### src/rtl/spu_pkg.sv
// Shared types and opcode constants for the SPU dual-issue front end.
// Pipe classes, the per-instruction class bundle, and the pair-conflict rule.
package spu_pkg;

  localparam int WORD = 32;

  localparam logic [10:0] OP_A    = 11'b00011000000;
  localparam logic [8:0]  OP_IL   = 9'b010000001;
  localparam logic [7:0]  OP_LQD  = 8'b00110100;
  localparam logic [7:0]  OP_STQD = 8'b00100100;
  localparam logic [8:0]  OP_BR   = 9'b001100100;
  localparam logic [10:0] OP_STOP = 11'b00000000000;
  localparam logic [10:0] OP_LNOP = 11'b00000000001;
  localparam logic [10:0] OP_NOP  = 11'b01000000001;

  typedef enum logic [1:0] {
    EVEN = 2'd0,
    ODD  = 2'd1,
    NOOP = 2'd2
  } pipe_e;

  typedef enum logic {
    S_PAIR   = 1'b0,
    S_SECOND = 1'b1
  } state_e;

  // rc is the rt field when it is read as a source.
  typedef struct packed {
    pipe_e      pipe;
    logic       writes_rt;
    logic       is_branch;
    logic       ra_v;
    logic [6:0] ra;
    logic       rb_v;
    logic [6:0] rb;
    logic       rc_v;
    logic [6:0] rc;
    logic [6:0] rt;
  } instr_class_t;

  // Older slot a, younger slot b.
  function automatic logic pair_conflict(
    input instr_class_t a,
    input instr_class_t b
  );
    logic same_pipe;
    logic raw;
    same_pipe = (a.pipe != NOOP) && (b.pipe != NOOP)
             && (a.pipe == b.pipe);
    raw = a.writes_rt && (
            (b.ra_v && (b.ra == a.rt))
         || (b.rb_v && (b.rb == a.rt))
         || (b.rc_v && (b.rc == a.rt))
         || (b.writes_rt && (b.rt == a.rt)));
    return same_pipe || raw || a.is_branch;
  endfunction

endpackage

### src/rtl/instr_classify.sv
// Decodes one instruction word into its pipe and register usage.
// Bit 0 is the MSB, so field [25:31] is instr[6:0].
module instr_classify
  import spu_pkg::*;
(
  input  logic [WORD-1:0] instr,
  output instr_class_t    cls
);

  logic [10:0] op11;
  logic [8:0]  op9;
  logic [7:0]  op8;

  assign op11 = instr[31:21];
  assign op9  = instr[31:23];
  assign op8  = instr[31:24];

  // Field extraction plus opcode-driven class; unknown opcodes read all three.
  always_comb begin
    cls           = '0;
    cls.ra        = instr[13:7];
    cls.rb        = instr[20:14];
    cls.rc        = instr[6:0];
    cls.rt        = instr[6:0];
    cls.pipe      = EVEN;
    cls.writes_rt = 1'b1;
    cls.ra_v      = 1'b1;
    cls.rb_v      = 1'b1;
    cls.rc_v      = 1'b1;
    unique case (1'b1)
      (op11 == OP_A): begin
        cls.rc_v = 1'b0;
      end
      (op9 == OP_IL): begin
        cls.ra_v = 1'b0;
        cls.rb_v = 1'b0;
        cls.rc_v = 1'b0;
      end
      (op8 == OP_LQD): begin
        cls.pipe = ODD;
        cls.rb_v = 1'b0;
        cls.rc_v = 1'b0;
      end
      (op8 == OP_STQD): begin
        cls.pipe      = ODD;
        cls.writes_rt = 1'b0;
        cls.rb_v      = 1'b0;
      end
      (op9 == OP_BR): begin
        cls.pipe      = ODD;
        cls.writes_rt = 1'b0;
        cls.is_branch = 1'b1;
        cls.ra_v      = 1'b0;
        cls.rb_v      = 1'b0;
        cls.rc_v      = 1'b0;
      end
      (op11 == OP_STOP): begin
        cls.pipe      = ODD;
        cls.writes_rt = 1'b0;
        cls.ra_v      = 1'b0;
        cls.rb_v      = 1'b0;
        cls.rc_v      = 1'b0;
      end
      (op11 == OP_LNOP),
      (op11 == OP_NOP): begin
        cls.pipe      = NOOP;
        cls.writes_rt = 1'b0;
        cls.ra_v      = 1'b0;
        cls.rb_v      = 1'b0;
        cls.rc_v      = 1'b0;
      end
      default: ;
    endcase
  end

endmodule

### src/rtl/issue_dispatch.sv
// Dual-issue dispatcher: routes a fetched pair to even/odd pipes, splitting conflicts.
// Optional ISSUE_STATS_EN adds saturating dual_cnt / split_cnt outputs.
module issue_dispatch
  import spu_pkg::*;
(
  input  logic            clk,
  input  logic            reset,
  input  logic [WORD-1:0] instr1,
  input  logic [WORD-1:0] instr2,
  input  logic            pair_valid,
  input  logic            issue_stall,
  input  logic            flush,
  output logic            dep_stall_instr2,
  output logic [WORD-1:0] even_instr,
  output logic [WORD-1:0] odd_instr,
  output logic            even_valid,
`ifdef ISSUE_STATS_EN
  output logic            odd_valid,
  output logic [31:0]     dual_cnt,
  output logic [31:0]     split_cnt
`else
  output logic            odd_valid
`endif
);

  instr_class_t c1;
  instr_class_t c2;
  logic         conflict;
  logic         dep;

  state_e          state_q, state_d;
  logic            even_valid_q, even_valid_d;
  logic            odd_valid_q, odd_valid_d;
  logic [WORD-1:0] even_instr_q, even_instr_d;
  logic [WORD-1:0] odd_instr_q, odd_instr_d;

  instr_classify u_cls1 (.instr(instr1), .cls(c1));
  instr_classify u_cls2 (.instr(instr2), .cls(c2));

  assign conflict = pair_conflict(c1, c2);

  // Issue decision: flush beats stall beats second-slot issue beats new pair.
  always_comb begin
    state_d      = state_q;
    even_valid_d = 1'b0;
    odd_valid_d  = 1'b0;
    even_instr_d = even_instr_q;
    odd_instr_d  = odd_instr_q;
    dep          = 1'b0;
    if (flush) begin
      state_d = S_PAIR;
    end else if (issue_stall) begin
      dep = 1'b1;
    end else if (state_q == S_SECOND) begin
      state_d = S_PAIR;
      if (c2.pipe == EVEN) begin
        even_valid_d = 1'b1;
        even_instr_d = instr2;
      end else if (c2.pipe == ODD) begin
        odd_valid_d = 1'b1;
        odd_instr_d = instr2;
      end
    end else if (pair_valid) begin
      if (c1.pipe == EVEN) begin
        even_valid_d = 1'b1;
        even_instr_d = instr1;
      end else if (c1.pipe == ODD) begin
        odd_valid_d = 1'b1;
        odd_instr_d = instr1;
      end
      if (conflict) begin
        dep     = 1'b1;
        state_d = S_SECOND;
      end else if (c2.pipe == EVEN) begin
        even_valid_d = 1'b1;
        even_instr_d = instr2;
      end else if (c2.pipe == ODD) begin
        odd_valid_d = 1'b1;
        odd_instr_d = instr2;
      end
    end
  end

  // State and issue registers.
  always_ff @(posedge clk) begin
    if (reset) begin
      state_q      <= S_PAIR;
      even_valid_q <= 1'b0;
      odd_valid_q  <= 1'b0;
      even_instr_q <= '0;
      odd_instr_q  <= '0;
    end else begin
      state_q      <= state_d;
      even_valid_q <= even_valid_d;
      odd_valid_q  <= odd_valid_d;
      even_instr_q <= even_instr_d;
      odd_instr_q  <= odd_instr_d;
    end
  end

  assign dep_stall_instr2 = dep && !reset;
  assign even_valid       = even_valid_q;
  assign odd_valid        = odd_valid_q;
  assign even_instr       = even_instr_q;
  assign odd_instr        = odd_instr_q;

`ifdef ISSUE_STATS_EN
  logic [31:0] dual_cnt_q, dual_cnt_d;
  logic [31:0] split_cnt_q, split_cnt_d;

  // Saturating counters; only a non-split pair can fill both pipes at once.
  always_comb begin
    dual_cnt_d  = dual_cnt_q;
    split_cnt_d = split_cnt_q;
    if (even_valid_d && odd_valid_d && (dual_cnt_q != '1))
      dual_cnt_d = dual_cnt_q + 32'd1;
    if ((state_q == S_PAIR) && (state_d == S_SECOND)
        && (split_cnt_q != '1))
      split_cnt_d = split_cnt_q + 32'd1;
  end

  // Counter registers.
  always_ff @(posedge clk) begin
    if (reset) begin
      dual_cnt_q  <= '0;
      split_cnt_q <= '0;
    end else begin
      dual_cnt_q  <= dual_cnt_d;
      split_cnt_q <= split_cnt_d;
    end
  end

  assign dual_cnt  = dual_cnt_q;
  assign split_cnt = split_cnt_q;
`endif

endmodule

### config.mk
export PLATFORM = sky130hd
export DESIGN_NAME = issue_dispatch
export DESIGN_NICKNAME = d
export VERILOG_FILES = /design/src/rtl/spu_pkg.sv /design/src/rtl/instr_classify.sv /design/src/rtl/issue_dispatch.sv
export SDC_FILE = /design/constraint.sdc
export NUM_CORES = 1
export LEC_CHECK = 0
export ABC_AREA = 1
export CAP_MARGIN = 20
export CORE_UTILIZATION = 54
export CTS_BUF_LIST = sky130_fd_sc_hd__clkbuf_2
export CTS_CLUSTER_DIAMETER = 200
export DETAILED_ROUTE_END_ITERATION = 8
export GPL_ROUTABILITY_DRIVEN = 0
export PLACE_DENSITY = 0.89
export SLEW_MARGIN = 15
export SYNTH_ARGS = -nofsm -noshare
export SYNTH_HDL_FRONTEND = slang
export SYNTH_SLANG_ARGS = --single-unit
### constraint.sdc
create_clock -name clk -period 3.4 [get_ports clk]
set_clock_uncertainty 0.05 [all_clocks]
set_input_delay 0.34 -clock clk [delete_from_list [all_inputs] [get_ports clk]]
set_output_delay 0.34 -clock clk [all_outputs]
set_load 0.05 [all_outputs]
==> out/results.env <==
ROUTED_WIRE_LENGTH_PER_INSTANCE_UM=15.1
SLEW_WORST_PIN_NS=0.690
NUMBER_OF_BUFFERS_CREATED_BY_CTS=9
RELSLEWSLACK=0.538
HOLD_PATH_DEPTH=3
DIE_W_UM=95.3
CP_CELL_SEQUENCE='clkdlybuf4s50_1, nand2_1, inv_1, nand2_1, nor2_1, nor2_2, inv_2, nor2_2, nand2_1, nand3_1, nand2_1, inv_2, a21oi_1, nor2_1, nor2_1, buf_4'
FIRST_GLOBAL_VIAS=5362
AREA_CONTRIBUTORS_POST_SYNTH='sky130_fd_sc_hd__dfxtp_1 (29%), sky130_fd_sc_hd__nand2_1 (19%), sky130_fd_sc_hd__nand3_1 (15%)'
SYNTHCELLS=816
HTREEDEPTH=3
POST_CTS_SETUP_INSERTS=0
YOSYS.AREA.TOP_TYPE_SHARE=0.285
ANTENNA_DIODES=0
CRIT_PATH_TIME_FINAL_NS=2.87
WORST_EP_ARRIVAL_TIME_NS=2.48
GRT_MAX_DEGREE=60
TIMING.FINAL.SETUP_VIOLATIONS=0
TIMING.CRITICAL_PATH.REQUIRED_NS=3.01
DIE_EXTENT_IN_Y_UM=95.3
LEAKAGEPOWER_nW=2.66
MAX-CAP-VIOLATIONS=0
FINAL.SETUP.TNS_NS=0
DRT-VIAS-PER-INSTANCE=5.67
ROW_COUNT=33
TIMING.CRITICAL_PATH.MODE_CELL='sky130_fd_sc_hd__nand2_1'
DRT_FIRST_PASS_ITERS=6
REPORT.FINAL.HOLD_VIOL_COUNT=0
DETAIL-ROUTE-ANTENNA-NETS=0
FP.DIEAREA_MM2=0.00908
TRITONCTS_NUM_SINKS=67
SYNTHESIS.NETS=885
CTSRESIZECOUNT=0
WORST_R2R_PATH_DEPTH=6
P_PER_AREA_mW_PER_MM2=288
MAXIMUM_FANOUT_ENCOUNTERED_ON_THE_CRITICAL_TIMING_PATH=5
POST-ROUTE-DRC-COUNT=0
CTSHOLDBUFFERS=0
SYNTH.LIB_CELLS_USED.DISTINCT=31
IR_WORST_VDD_uV=189
CTS.REPORTEDPATHS.CLKPINSLEW_NS=0.18
SYNTHESIS.AREA_MM2=0.00470
OVERFLOW=0
ACHIEVABLE-FREQUENCY_GHz=0.348
CRITICAL_PATH.MAX_STAGE_DELAY_NS=0.60
ROOT_BUF_CELL='sky130_fd_sc_hd__clkbuf_2'
START_UTIL=0.566
NETS=994
DETAILROUTE.VIA_COUNT=5869
CTS_TREE='yes'
PLACE_AREA_MM2=0.00604
DESIGN.PORTCOUNT=136
MIN-DELAY-START='reset'
DRTITER0DRC=738
SETUP_REPAIR_AFTER_GLOBAL_ROUTING_MISSED_ITS_MARGIN='false'
INITIAL_ANTENNA_VIOLATION_COUNT=0
GRT_USE_TOTAL=0.350
GRT_FIRST_PASS_WIRELENGTH_UM=24800
FINALCRITPERIODSHARE=0.845
FILLCELLCOUNT=683
FINALMAXSLEWVIOLATIONS=0
TOTALWIRELENGTH_UM=15600
FINISH.INSTANCE_AREA_MM2=0.00615
CLOCK_TREE.BUFFER_DEPTH=2
CORE_REGION_AREA_MM2=0.00830
YS_FF_LATCH=67
CRITICAL_PATH.SLOWEST_CELL='sky130_fd_sc_hd__clkdlybuf4s50_1'
DRIVE_ABOVE_1_SHARE=0.0613
PLACE_HPWL_UM=10800
SYN_AVG_CELL_AREA_UM2=5.76
CRIT_PATH_END_KIND='primary output'
REGTOREGSTARTPOINT='state_q'
R2R_SETUP_SLACK_NS=1.31
R2R-END='even_instr[22]'
CRITICALPATHCATEGORY='in -> out'
INSERTION_DELAY_NS=0.50
CP-START-KIND='input pin'
SYNTHTOLAYOUTAREAGROWTH_PCT=30.8
PLACEMENT.IO_BUFFERS=135
SYNTH_SEQUENTIAL_AREA_RATIO=0.285
HOLD_PATH_CLASS='in -> reg'
WHS_ENDPOINT='state_q'
SYNTHESIS.YOSYS.WARNINGS=0
OUTCOME='completed'
POST_SYNTH_TOP_AREA_CELL='sky130_fd_sc_hd__dfxtp_1'
-- how the worst max path moves through the flow --
stage	startpoint	end	slack [ns]	depth (start not counted)
after floorplan	instr1[25]	dep_stall_instr2	1.05	13
after global placement	instr2[28]	even_instr[1]	0.39	16
after detailed placement	instr2[28]	even_instr[23]	0.29	16
after CTS	instr2[28]	dep_stall_instr2	0.61	16
after global routing	instr2[28]	dep_stall_instr2	0.45	16
final	instr2[28]	dep_stall_instr2	0.53	16
-- power breakdown --
group	internal (mW)	switching, mW	leakage (nW)
registers	0.808	0.0185	0.543
clock network	0.167	0.307	0.0691
logic	0.182	0.285	2.05
total	1.16	0.610	2.66
-- flip-flops by register name, indices dropped and copies added, names as in the netlist --
register	cells
even_instr	32
odd_instr	32
even_valid	1
odd_valid	1
state_q	1
-- worst max-delay path: cells and delay by family --
kind	cells	cell delay [ns]
compound gates	1	0.18
buf+inv	5	1.01
simple gates	10	0.95
-- routing by layer --
layer	share of wire	GRT usage	routed length, µm	vias to the layer above
met5	0	0	0	-
li1	-	-	-	2781
met4	0.029	0.172	457	0
met1	0.38	0.444	5960	2620
met2	0.48	0.577	7440	409
met3	0.11	0.0526	1780	59
-- cell families after synthesis --
family	after synthesis	synth area share
AO/OA/AOI/OAI	125	0.138
XOR/XNOR	13	0.0242
buffers and inverters	178	0.153
flip-flops	67	0.285
AND/OR/NAND/NOR	433	0.399
-- placed cells by master (no fill, tap or decap) --
cell,count
sky130_fd_sc_hd__a211oi_1,1
sky130_fd_sc_hd__a21boi_0,2
sky130_fd_sc_hd__a21oi_1,68
sky130_fd_sc_hd__a21oi_2,1
sky130_fd_sc_hd__a21oi_4,1
sky130_fd_sc_hd__a31oi_1,2
sky130_fd_sc_hd__and3_1,1
sky130_fd_sc_hd__buf_12,1
sky130_fd_sc_hd__buf_2,1
sky130_fd_sc_hd__buf_4,11
sky130_fd_sc_hd__bufinv_16,1
sky130_fd_sc_hd__clkbuf_2,10
sky130_fd_sc_hd__clkdlybuf4s50_1,133
sky130_fd_sc_hd__clkinv_1,1
sky130_fd_sc_hd__clkinv_2,3
sky130_fd_sc_hd__clkinvlp_4,1
sky130_fd_sc_hd__dfxtp_1,67
sky130_fd_sc_hd__inv_1,115
sky130_fd_sc_hd__inv_2,15
sky130_fd_sc_hd__nand2_1,235
sky130_fd_sc_hd__nand2_2,2
sky130_fd_sc_hd__nand2_4,1
sky130_fd_sc_hd__nand3_1,138
sky130_fd_sc_hd__nand3_2,2
sky130_fd_sc_hd__nand3_4,1
sky130_fd_sc_hd__nand3b_1,1
sky130_fd_sc_hd__nand4_1,4
sky130_fd_sc_hd__nor2_1,39
sky130_fd_sc_hd__nor2_2,4
sky130_fd_sc_hd__nor3_1,3
sky130_fd_sc_hd__nor3_2,1
sky130_fd_sc_hd__o21ai_0,50
sky130_fd_sc_hd__or2_2,1
sky130_fd_sc_hd__xnor2_1,10
sky130_fd_sc_hd__xor2_1,3
-- Yosys cell counts --
library cell               instances
sky130_fd_sc_hd__nand2_1         235
sky130_fd_sc_hd__nand3_1         138
sky130_fd_sc_hd__inv_1           116
sky130_fd_sc_hd__a21oi_1          68
sky130_fd_sc_hd__dfxtp_1          67
sky130_fd_sc_hd__o21ai_0          50
sky130_fd_sc_hd__nor2_1           39
sky130_fd_sc_hd__clkbuf_1         20
sky130_fd_sc_hd__buf_2            18
sky130_fd_sc_hd__inv_2            14
sky130_fd_sc_hd__xnor2_1          10
sky130_fd_sc_hd__buf_1             5
sky130_fd_sc_hd__nand4_1           4
sky130_fd_sc_hd__nor2_2            4
sky130_fd_sc_hd__buf_4             3
sky130_fd_sc_hd__nor3_1            3
sky130_fd_sc_hd__xor2_1            3
sky130_fd_sc_hd__a21boi_0          2
sky130_fd_sc_hd__a31oi_1           2
sky130_fd_sc_hd__buf_6             2
sky130_fd_sc_hd__nand2_2           2
sky130_fd_sc_hd__nand3_2           2
sky130_fd_sc_hd__a211oi_1          1
sky130_fd_sc_hd__a21oi_2           1
sky130_fd_sc_hd__a21oi_4           1
sky130_fd_sc_hd__and3_1            1
sky130_fd_sc_hd__nand2_4           1
sky130_fd_sc_hd__nand3_4           1
sky130_fd_sc_hd__nand3b_1          1
sky130_fd_sc_hd__nor3_2            1
sky130_fd_sc_hd__or2_2             1
-- through the flow --
stage | cells | utilization | worst slack (ns) | power, mW | hold slack (ns)
5_1_grt | 1035 | 0.741 | 0.451 | 1.83 | 0.0589
3_5_place_dp | 1019 | 0.728 | 0.286 | 1.30 | 0.401
6_report | 1035 | 0.741 | 0.526 | 1.77 | 0.0917
3_3_place_gp | 1019 | 0.728 | 0.389 | 1.29 | 0.378
2_1_floorplan | 816 | - | 1.05 | 1.11 | 0.388
4_1_cts | 1035 | 0.741 | 0.612 | 1.76 | 0.0666
-- layout make-up --
| class | instances | area [µm²] | share of cell area |
|---|---|---|---|
| Tap cell | 105 | 131 | 0.0214 |
| Inverter | 130 | 488 | 0.0794 |
| Clock inverter | 6 | 56.3 | 0.00916 |
| Multi-Input combinational cell | 571 | 2640 | 0.430 |
| Clock buffer | 10 | 50.0 | 0.00814 |
| Sequential cell | 67 | 1340 | 0.218 |
| Timing Repair Buffer | 146 | 1440 | 0.234 |
No activity file was read; power rests on OpenSTA's default activity.
